`config.mk`:
```
export PLATFORM = sky130hd
export DESIGN_NAME = sine_stim_sequencer
export DESIGN_NICKNAME = d
export VERILOG_FILES = /design/src/rtl/sine_stim_sequencer.sv
export SDC_FILE = /design/constraint.sdc
export NUM_CORES = 1
export LEC_CHECK = 0
export BUFFER_PORTS_ARGS = -buffer_cell sky130_fd_sc_hd__buf_4
export CORE_ASPECT_RATIO = 1.75
export CORE_MARGIN = 5
export CORE_UTILIZATION = 35
export DETAILED_ROUTE_END_ITERATION = 8
export SLEW_MARGIN = 20
export SYNTH_ARGS = -nofsm -noshare
export SYNTH_HDL_FRONTEND = slang
export SYNTH_SLANG_ARGS = --single-unit
```
`constraint.sdc`:
```
create_clock -name clk -period 3.4 [get_ports clk]
set_input_delay 0.17 -clock clk [delete_from_list [all_inputs] [get_ports clk]]
set_output_delay 0.17 -clock clk [all_outputs]
set_load 0.02 [all_outputs]
```
`src/rtl/sine_stim_sequencer.sv`:
```
// Base-address sequencer for the triple-read sine ROM that feeds the L=3 parallel FIR.
// Optional feature macro: SINE_SEQ_PHASE_EN adds a start_addr input that sets the run's phase.
module sine_stim_sequencer #(
  parameter int ADDR_WIDTH = 9,
  parameter int STRIDE     = 3,
  parameter int CNT_WIDTH  = 16
) (
  input  logic                  clk,
  input  logic                  rst,
  input  logic                  start,
  input  logic                  stop,
  input  logic [CNT_WIDTH-1:0]  num_blocks,
  input  logic                  out_ready,
`ifdef SINE_SEQ_PHASE_EN
  input  logic [ADDR_WIDTH-1:0] start_addr,
`endif
  output logic [ADDR_WIDTH-1:0] r_addr,
  output logic                  out_valid,
  output logic [CNT_WIDTH-1:0]  block_cnt,
  output logic                  busy,
  output logic                  done
);

  localparam int DEPTH = 2 ** ADDR_WIDTH;
  // Sums are formed one bit wider than the address so the wrap compare cannot overflow.
  localparam logic [ADDR_WIDTH:0] MAX_BASE = (ADDR_WIDTH + 1)'(DEPTH - STRIDE);
  localparam logic [ADDR_WIDTH:0] STRIDE_W = (ADDR_WIDTH + 1)'(STRIDE);

  typedef enum logic [1:0] {
    IDLE = 2'd0,
    RUN  = 2'd1,
    DONE = 2'd2
  } state_t;

  state_t                 state_reg, state_next;
  logic [ADDR_WIDTH-1:0]  addr_reg, addr_next;
  logic [CNT_WIDTH-1:0]   cnt_reg, cnt_next;
  logic [CNT_WIDTH-1:0]   nblk_reg, nblk_next;
  logic [ADDR_WIDTH:0]    addr_sum;
  logic [CNT_WIDTH-1:0]   cnt_inc;
  logic [ADDR_WIDTH-1:0]  start_base;
  logic                   xfer;

`ifdef SINE_SEQ_PHASE_EN
  // Out-of-range phases would read past the ROM end, so they fall back to base 0.
  assign start_base = ({1'b0, start_addr} > MAX_BASE) ? '0 : start_addr;
`else
  assign start_base = '0;
`endif

  always_ff @(posedge clk) begin
    if (rst) begin
      state_reg <= IDLE;
      addr_reg  <= '0;
      cnt_reg   <= '0;
      nblk_reg  <= '0;
    end else begin
      state_reg <= state_next;
      addr_reg  <= addr_next;
      cnt_reg   <= cnt_next;
      nblk_reg  <= nblk_next;
    end
  end

  always_comb begin
    state_next = state_reg;
    addr_next  = addr_reg;
    cnt_next   = cnt_reg;
    nblk_next  = nblk_reg;
    xfer       = (state_reg == RUN) && out_ready;
    addr_sum   = {1'b0, addr_reg} + STRIDE_W;
    cnt_inc    = cnt_reg + 1'b1;
    case (state_reg)
      IDLE: begin
        if (start) begin
          state_next = RUN;
          addr_next  = start_base;
          cnt_next   = '0;
          nblk_next  = num_blocks;
        end
      end
      RUN: begin
        if (xfer) begin
          cnt_next  = cnt_inc;
          addr_next = (addr_sum > MAX_BASE) ? '0 : addr_sum[ADDR_WIDTH-1:0];
          if ((nblk_reg != '0) && (cnt_inc == nblk_reg)) begin
            state_next = DONE;
          end
        end
        // A stop still lets a same-cycle transfer count and advance.
        if (stop) begin
          state_next = DONE;
        end
      end
      DONE:    state_next = IDLE;
      default: state_next = IDLE;
    endcase
  end

  assign r_addr    = addr_reg;
  assign out_valid = (state_reg == RUN);
  assign block_cnt = cnt_reg;
  assign busy      = (state_reg == RUN) || (state_reg == DONE);
  assign done      = (state_reg == DONE);

endmodule

```
==> summary.md, run 1 <==
| Metric | Value |
|---|---|
| Outcome | `finished clean` |
| Congestion Overflow GR | `0` |
| Final antenna-violating net count | `0` |
| Fin area | `0.003102 mm2` |
| Largest net degree at the start of global routing | `45` |
| Cell Rows | `41` |
| Vias in the first global route | `2478` |
| Synth async-reset ratio | `0%` |
| Worst Reg-to-Reg Cells | `9` |
| Area of placed instances | `0.002913 mm2` |
| Die area | `0.009087 mm2` |
| GRT Util Overall | `16.41%` |
| Final WL | `7055 um` |
| First-pass GRT wire length | `11400 um` |
| Final Setup Violations | `0` |
| Clock Latency Late Sink | `0.28 ns` |
| Maxcap violations | `0` |
| Post-CTS Setup Inserts | `0` |
| CTS root buf | `clkbuf_16` |
| WL per Instance | `between 15 and 20 um` |
| Reg clk slew, reported paths | `0.06 ns` |
| Total power | `1.763 mW` |
| Number of antenna diodes | `0` |
| Vias per cell | `5.427` |
| Startpoint types | `flop` |
| Inserted Clock Buffers | `5` |
| Power per standard cell area | `568.5 mW/mm2` |
| Worst Path Required | `3.62 ns` |
| Post-Syn Nets | `364` |
| Avg Cell Area, Syn | `7.545 um2` |
| Slew headroom | `33.47%` |
| Synth unique cells | `49` |
| I/O pin count | `49` |
| Core area | `roughly 0.0071 mm2` |
| Most frequent cells in the layout | `buf_4 (50), nand2_1 (47), dfxtp_1 (43)` |
| Final Hold Fails | `0` |
| RSZ-0062 raised after global routing | `false` |
| Max FO, Critical Path | `11` |
| Post-synthesis sequential area ratio | `approximately a third` |
| Fin crit share | `72.24%` |
| Most common cell after layout, fill and taps aside | `buf_4` |
| Share of cells above drive strength 1 | `17.96%` |
| Clock Skew | `approximately 0.0027 ns` |
| Netlist Area Pre-Place | `about 0.0025 mm2` |
| Min-delay worst type | `in2reg` |
| Hold_buf cts | `0` |
| Post-route setup TNS | `0 ns` |
| Initial DRT Pass Iterations | `4` |
| Setup CP Type | `reg2reg` |
| Synth-to-layout area growth | `22.72%` |
| Fmax | `between 400 and 500 MHz` |
| Worst Tran Pin Value | `~1.0 ns` |
| Detailed Route Iter0 Violations | `115` |
| Die W | `roughly 74 um` |
| Worst Hold Depth | `3` |
| Clk sinks | `43` |
| Syn. warnings | `0` |
| CTS resizes | `0` |
| WP data arrival | `2.67 ns` |
| Initial antenna violation count | `0` |
| Clock buffer depth | `2` |
| CTS tree | `yes` |
| Gpl congestion | `roughly 0.86` |
| Dpl hpwl | `about 5300 um` |
| Drt drc | `0` |
| Routed via count | `2491` |
| Number of flops mapped to enable cells by yosys | `0` |
| Synthesized netlist cell count | `335` |
| Initial Util | `35.44%` |
| VDD IR max | `0.0003335 V` |
| Port Buffer Count | `48` |
| Leakage power | `1.218 nW` |
| Layout net count | `401` |
| Die H | `122.4 um` |
| Final Max Tran Viols | `0` |
| Worst setup EP type | `flop` |
| H-tree level count | `2` |
| Yosys reg bits | `43` |
| Period minus WS final | `2.456 ns` |
| Top_reg_cell synth | `dfxtp_1` |
## cells by family after synthesis
family                     after synthesis  share of synthesized area (%)
xor gates and xnor gates                25                          8.663
adders and majority gates                8                          3.961
muxes                                    1                         0.3961
and+or+nand+nor                        145                          28.42
AOI/OAI and AO/OA                       84                          19.31
DFF                                     43                          34.06
buffers and inverters                   29                          5.197
## report_power, final
group	leakage, nW	total [mW]	switching, mW	internal [mW]
registers	0.349	0.616	0.0610	0.555
clock network	0.0911	0.614	0.193	0.421
logic	0.777	0.534	0.333	0.201
total	1.22	1.76	0.587	1.18
## cell type report
cell class                 count  area (um2)
fill                         751        4029
multi-input combinational    263        1535
sequential                    43       860.8
timing repair buffer          50       375.4
clock buffer                   6       128.9
tap                           86       107.6
clock inverter                 2       60.06
inverter                       9       33.78
## worst paths after layout
| path | start | endpoint | slack (ns) |
|---|---|---|---|
| worst max-delay path | state_reg[0]$_SDFFE_PP0P_ | state_reg[0]$_SDFFE_PP0P_ | 0.94 |
| worst min-delay path | num_blocks[6] | nblk_reg[6]$_SDFFE_PP0P_ | 0.13 |
| worst max register to register | state_reg[0]$_SDFFE_PP0P_ | state_reg[0]$_SDFFE_PP0P_ | 0.94 |
| worst min register to register | nblk_reg[11]$_SDFFE_PP0P_ | nblk_reg[11]$_SDFFE_PP0P_ | 0.49 |
## critical path: stages (launching register included)
cell and delay (ns):
dfxtp_1 0.36, inv_1 0.09, ha_1 0.23, nand2b_1 0.13, and3_1 0.47, nand4_1 0.14
nor4_1 0.30, nand4_1 0.15, o31ai_2 0.32, mux2i_1 0.21
## per-layer routing
layer | routed length [um] | part of all wire, % | track usage, % | vias up
li1 | - | - | - | 1255
met1 | 2565 | 36 | 15.83 | 1166
met2 | 3957 | 56 | 31.39 | 55
met3 | 294 | 4.2 | 3.361 | 15
met4 | 238 | 3.4 | 8.352 | 0
met5 | 0 | 0 | 0 | -
## synthesized netlist by cell type, drive strengths merged (2+ instances only)
master / count / share of area (%)
nor2: 32 / 4.8
o21ai: 22 / 4.4
nor4: 11 / 2.7
inv: 9 / 1.3
buf: 7 / 1.9
clkbuf: 13 / 2.0
xnor2: 16 / 5.5
a22oi: 4 / 1.2
nand2b: 4 / 0.99
nand3: 7 / 1.4
nor2b: 2 / 0.49
nand3b: 2 / 0.59
a311oi: 3 / 1.0
a31oi: 3 / 0.74
and3: 8 / 2.2
a21oi: 42 / 8.5
ha: 8 / 4.0
or3: 4 / 1.0
dfxtp: 43 / 34
and2: 3 / 0.84
nand4: 10 / 2.7
xor2: 9 / 3.1
nor3: 10 / 2.0
nand2: 47 / 7.0
a211oi: 2 / 0.59
## per-stage QoR
stage	util (%)	worst slack, ns	std cells	hold slack [ns]
after global routing	43.50	0.7175	459	0.1305
after global placement	40.85	0.9274	451	0.4268
after floorplan	-	1.229	335	0.3060
after CTS	43.50	0.9335	459	0.1273
final	43.50	0.9439	459	0.1327
after detailed placement	40.85	0.9483	451	0.4293
Power figures use the tool's default switching activity.
==> inputs of run 2 (changes only) <==
--- a/config.mk
+++ b/config.mk
@@ -5,6 +5,7 @@
 export SDC_FILE = /design/constraint.sdc
 export NUM_CORES = 1
 export LEC_CHECK = 0
+export ABC_AREA = 1
 export BUFFER_PORTS_ARGS = -buffer_cell sky130_fd_sc_hd__buf_4
 export CORE_ASPECT_RATIO = 1.75
 export CORE_MARGIN = 5
==> constraint.sdc (replaced) <==
create_clock -name clk -period 2.39 [get_ports clk]
set_input_delay 0.1195 -clock clk [delete_from_list [all_inputs] [get_ports clk]]
set_output_delay 0.1195 -clock clk [all_outputs]
set_load 0.02 [all_outputs]
==> summary.md, run 2 <==
| Metric | Value |
|---|---|
| Synth cell count leaders | `nand2_1 (117), inv_1 (58), nand3_1 (50)` |
| Top_reg_cell synth | `dfxtp_1` |
| Post-CTS Setup Inserts | `0 (unchanged)` |
| GRT Max-Usage Layer | `met2` |
| Largest net degree at the start of global routing | `30 (-33%)` |
| Startpoint types | `flop` |
| Adder-Cell Fraction of Synth Area | `3.800% (-0.16 points)` |
| Routing usage on met2 | `28.17% (-3.2 points)` |
| Final antenna-violating net count | `0 (unchanged)` |
| H-tree level count | `2 (unchanged)` |
| Outcome | `finished clean` |
| Syn. warnings | `0 (unchanged)` |
| Yosys reg bits | `43 (unchanged)` |
| Post-synthesis sequential area ratio | `32.68% (-1.4 points)` |
| Synthesized netlist cell count | `419 (+25%)` |
| Routed via count | `2762 (+11%)` |
| Share of cells above drive strength 1 | `17.06% (-0.90 points)` |
| Period minus WS final | `2.101 ns (-0.3550 ns)` |
| Number of flops mapped to enable cells by yosys | `0 (unchanged)` |
| Port Buffer Count | `48 (unchanged)` |
| I/O pin count | `49 (unchanged)` |
| Area leader, netlist | `dfxtp_1` |
| Cell Rows | `42 (+2.4%)` |
| Max FO, Critical Path | `5 (-6)` |
| Worst Reg-to-Reg Cells | `14 (+5)` |
| Post-Syn Nets | `448 (+23%)` |
| Setup crit start | `block_cnt[1]$_SDFFE_PP0P_` |
| Top-count cell post-synth | `nand2_1` |
| Netlist Area Pre-Place | `0.002634 mm2 (+4.2%)` |
| Fin area | `0.003278 mm2 (+5.7%)` |
| Fin crit share | `87.91% (+16 points)` |
| Fmax | `475.9 MHz (+17%)` |
| Met3 usage | `2.989% (-0.37 points)` |
| Setup CP Type | `reg2reg` |
| Min-delay worst type | `in2reg` |
| Slew headroom | `60.98% (+28 points)` |
| Number of antenna diodes | `0 (unchanged)` |
| Synth unique cells | `25 (-49%)` |
| Layout net count | `497 (+24%)` |
| Drt drc | `0 (unchanged)` |
| Initial DRT Pass Iterations | `4 (unchanged)` |
| RSZ-0062 raised after global routing | `false` |
| Most frequent cells in the layout | `nand2_1 (117), inv_1 (58), buf_4 (52)` |
| Synth top area share | `32.68% (-1.4 points)` |
| Final Hold Fails | `0 (unchanged)` |
| Clock Latency Late Sink | `0.29 ns (about the same)` |
| Gpl congestion | `0.8611 (+0.51%)` |
| Initial antenna violation count | `0 (unchanged)` |
| Inserted Clock Buffers | `5 (unchanged)` |
| Worst Tran Pin Value | `0.5852 ns (-0.4127 ns)` |
| Leakage power | `1.474 nW (+21%)` |
| Met1 Use GR | `17.61% (+1.8 points)` |
| Reg clk slew, reported paths | `0.06 ns (about the same)` |
| Final Setup Violations | `0 (unchanged)` |
| Avg Cell Area, Syn | `6.286 um2 (-17%)` |
| CTS tree | `yes` |
| Compound-Gate Fraction of Synth Area | `14.44% (-4.9 points)` |
| Most common cell after layout, fill and taps aside | `nand2_1` |
| Worst reg2reg endpoint | `state_reg[0]$_SDFFE_PP0P_` |
| Synth-to-layout area growth | `24.47%` |
| Synth area leaders | `dfxtp_1 (33%), nand2_1 (17%), nand3_1 (9.5%)` |
| Mux share of post-synthesis cell area | `0% (-0.40 points)` |
| GRT Util Overall | `16.10% (-0.31 points)` |
| Worst setup EP type | `flop` |
| CTS root buf | `clkbuf_16` |
| Synth async-reset ratio | `0% (unchanged)` |
| WL per Instance | `12.80 um (-17%)` |
| Largest family of logic cells by synthesized area | `simple AND/OR/NAND/NOR gates` |
| VDD IR max | `0.0004586 V (+38%)` |
| Maxcap violations | `0 (unchanged)` |
| Vias in the first global route | `2636 (+6.4%)` |
| Clock buffer depth | `2 (unchanged)` |
| Area of placed instances | `0.003097 mm2 (+6.3%)` |
| Post-route setup TNS | `0 ns (unchanged)` |
| Congestion Overflow GR | `0 (unchanged)` |
| Fillers | `824 (+9.7%)` |
| XOR/XNOR share of the synthesized area | `1.330% (-7.3 points)` |
| Worst setup path endpoint | `state_reg[0]$_SDFFE_PP0P_` |
| Vias per cell | `4.959 (-8.6%)` |
| Die W | `75.58 um (+1.8%)` |
| Detailed Route Iter0 Violations | `140 (+22%)` |
| Power per standard cell area | `679.0 mW/mm2 (+19%)` |
| Simple-gate share of the synthesized area | `38.05% (+9.6 points)` |
| Worst flop-to-flop path startpoint | `block_cnt[1]$_SDFFE_PP0P_` |
| Die H | `124.8 um (+1.9%)` |
| Clk sinks | `43 (unchanged)` |
| Die area | `0.009428 mm2 (+3.8%)` |
| Worst Path Required | `2.57 ns (-1.05 ns)` |
| WP data arrival | `2.28 ns (-0.39 ns)` |
| First-pass GRT wire length | `11900 um (+4.4%)` |
| Final WL | `7132 um (+1.1%)` |
| Total power | `2.226 mW (+26%)` |
| Initial Util | `35.30% (-0.15 points)` |
| Dpl hpwl | `5627 um (+5.7%)` |
| Final Max Tran Viols | `0 (unchanged)` |
| Clock Skew | `0.002287 ns (-0.0004021 ns)` |
| Core area | `0.007462 mm2 (+4.6%)` |
| R2R Setup Slk | `0.29 ns (-0.66 ns)` |
run 2: changes by cell type after synthesis, sizes merged, moves of 8 or more:
cell / before / now
and3: 8 / 0
inv: 9 / 58
nand2: 47 / 122
nand3: 7 / 50
nor2: 32 / 41
nor3: 10 / 2
nor4: 11 / 0
xnor2: 16 / 0
run 2: final cells by class:
cell class | count | area (um2) | area share [%]
tap | 88 | 110.1 | 3.359
clock buffer | 6 | 138.9 | 4.237
multi-input combinational | 308 | 1524 | 46.49
clock inverter | 2 | 35.03 | 1.069
sequential | 43 | 862.1 | 26.30
inverter | 58 | 217.7 | 6.641
timing repair buffer | 52 | 390.4 | 11.91
run 2: layer usage:
layer / vias up / wire length [um]
li1: 1446 / -
met1: 1246 / 2927
met2: 58 / 3685
met3: 12 / 304
met4: 0 / 214
met5: - / 0
run 2: how the worst min path moves through the flow:
stage	startpoint	end	slack (ns)	cells past startpoint
floorplan	rst	block_cnt[10]$_SDFFE_PP0P_	0.19	1
global placement	num_blocks[15]	nblk_reg[15]$_SDFFE_PP0P_	0.38	3
detailed placement	num_blocks[15]	nblk_reg[15]$_SDFFE_PP0P_	0.39	3
CTS	num_blocks[15]	nblk_reg[15]$_SDFFE_PP0P_	0.08	3
global route	num_blocks[0]	nblk_reg[0]$_SDFFE_PP0P_	0.10	3
finish	num_blocks[15]	nblk_reg[15]$_SDFFE_PP0P_	0.09	3
run 2: logic make-up after synthesis:
group                      Yosys count
AOI/OAI and AO/OA                   70
adders and majority gates            8
and+or+nand+nor                    226
xor gates and xnor gates             4
DFF                                 43
buffers and inverters               68
run 2: timing repair:
item | 4_1_cts | 5_1_grt
gates resized for setup | 0 | 3
endpoints found under the setup margin | 0 | 15
hold buffers | 0 | 0
run 2: per-stage QoR:
stage	util, %	cells	worst slack (ns)	hold slack (ns)
2_1_floorplan	-	419	0.4258	0.1886
3_3_place_gp	41.50	549	0.2184	0.3848
3_5_place_dp	41.50	549	0.1801	0.3879
4_1_cts	43.83	557	0.1459	0.08470
5_1_grt	43.93	557	0.05193	0.1018
6_report	43.93	557	0.2889	0.08853
run 2: worst max-delay path: stages, from the launching register on:
cell	delay, ns
dfxtp_1	0.42
ha_1	0.25
nand3_1	0.18
nor2_2	0.25
nand3_1	0.14
nand2_1	0.10
nand3_1	0.07
nand2_1	0.06
nand2_1	0.07
nor2_1	0.10
nand3_1	0.09
nand2_2	0.09
nand3_1	0.07
nand2_1	0.06
nor2_1	0.05
run 2: report_power, final:
| part | internal [mW] | total (mW) | switching (mW) |
|---|---|---|---|
| Clock | 0.519 | 0.798 | 0.279 |
| Sequential | 0.790 | 0.843 | 0.0529 |
| Combinational | 0.212 | 0.584 | 0.372 |
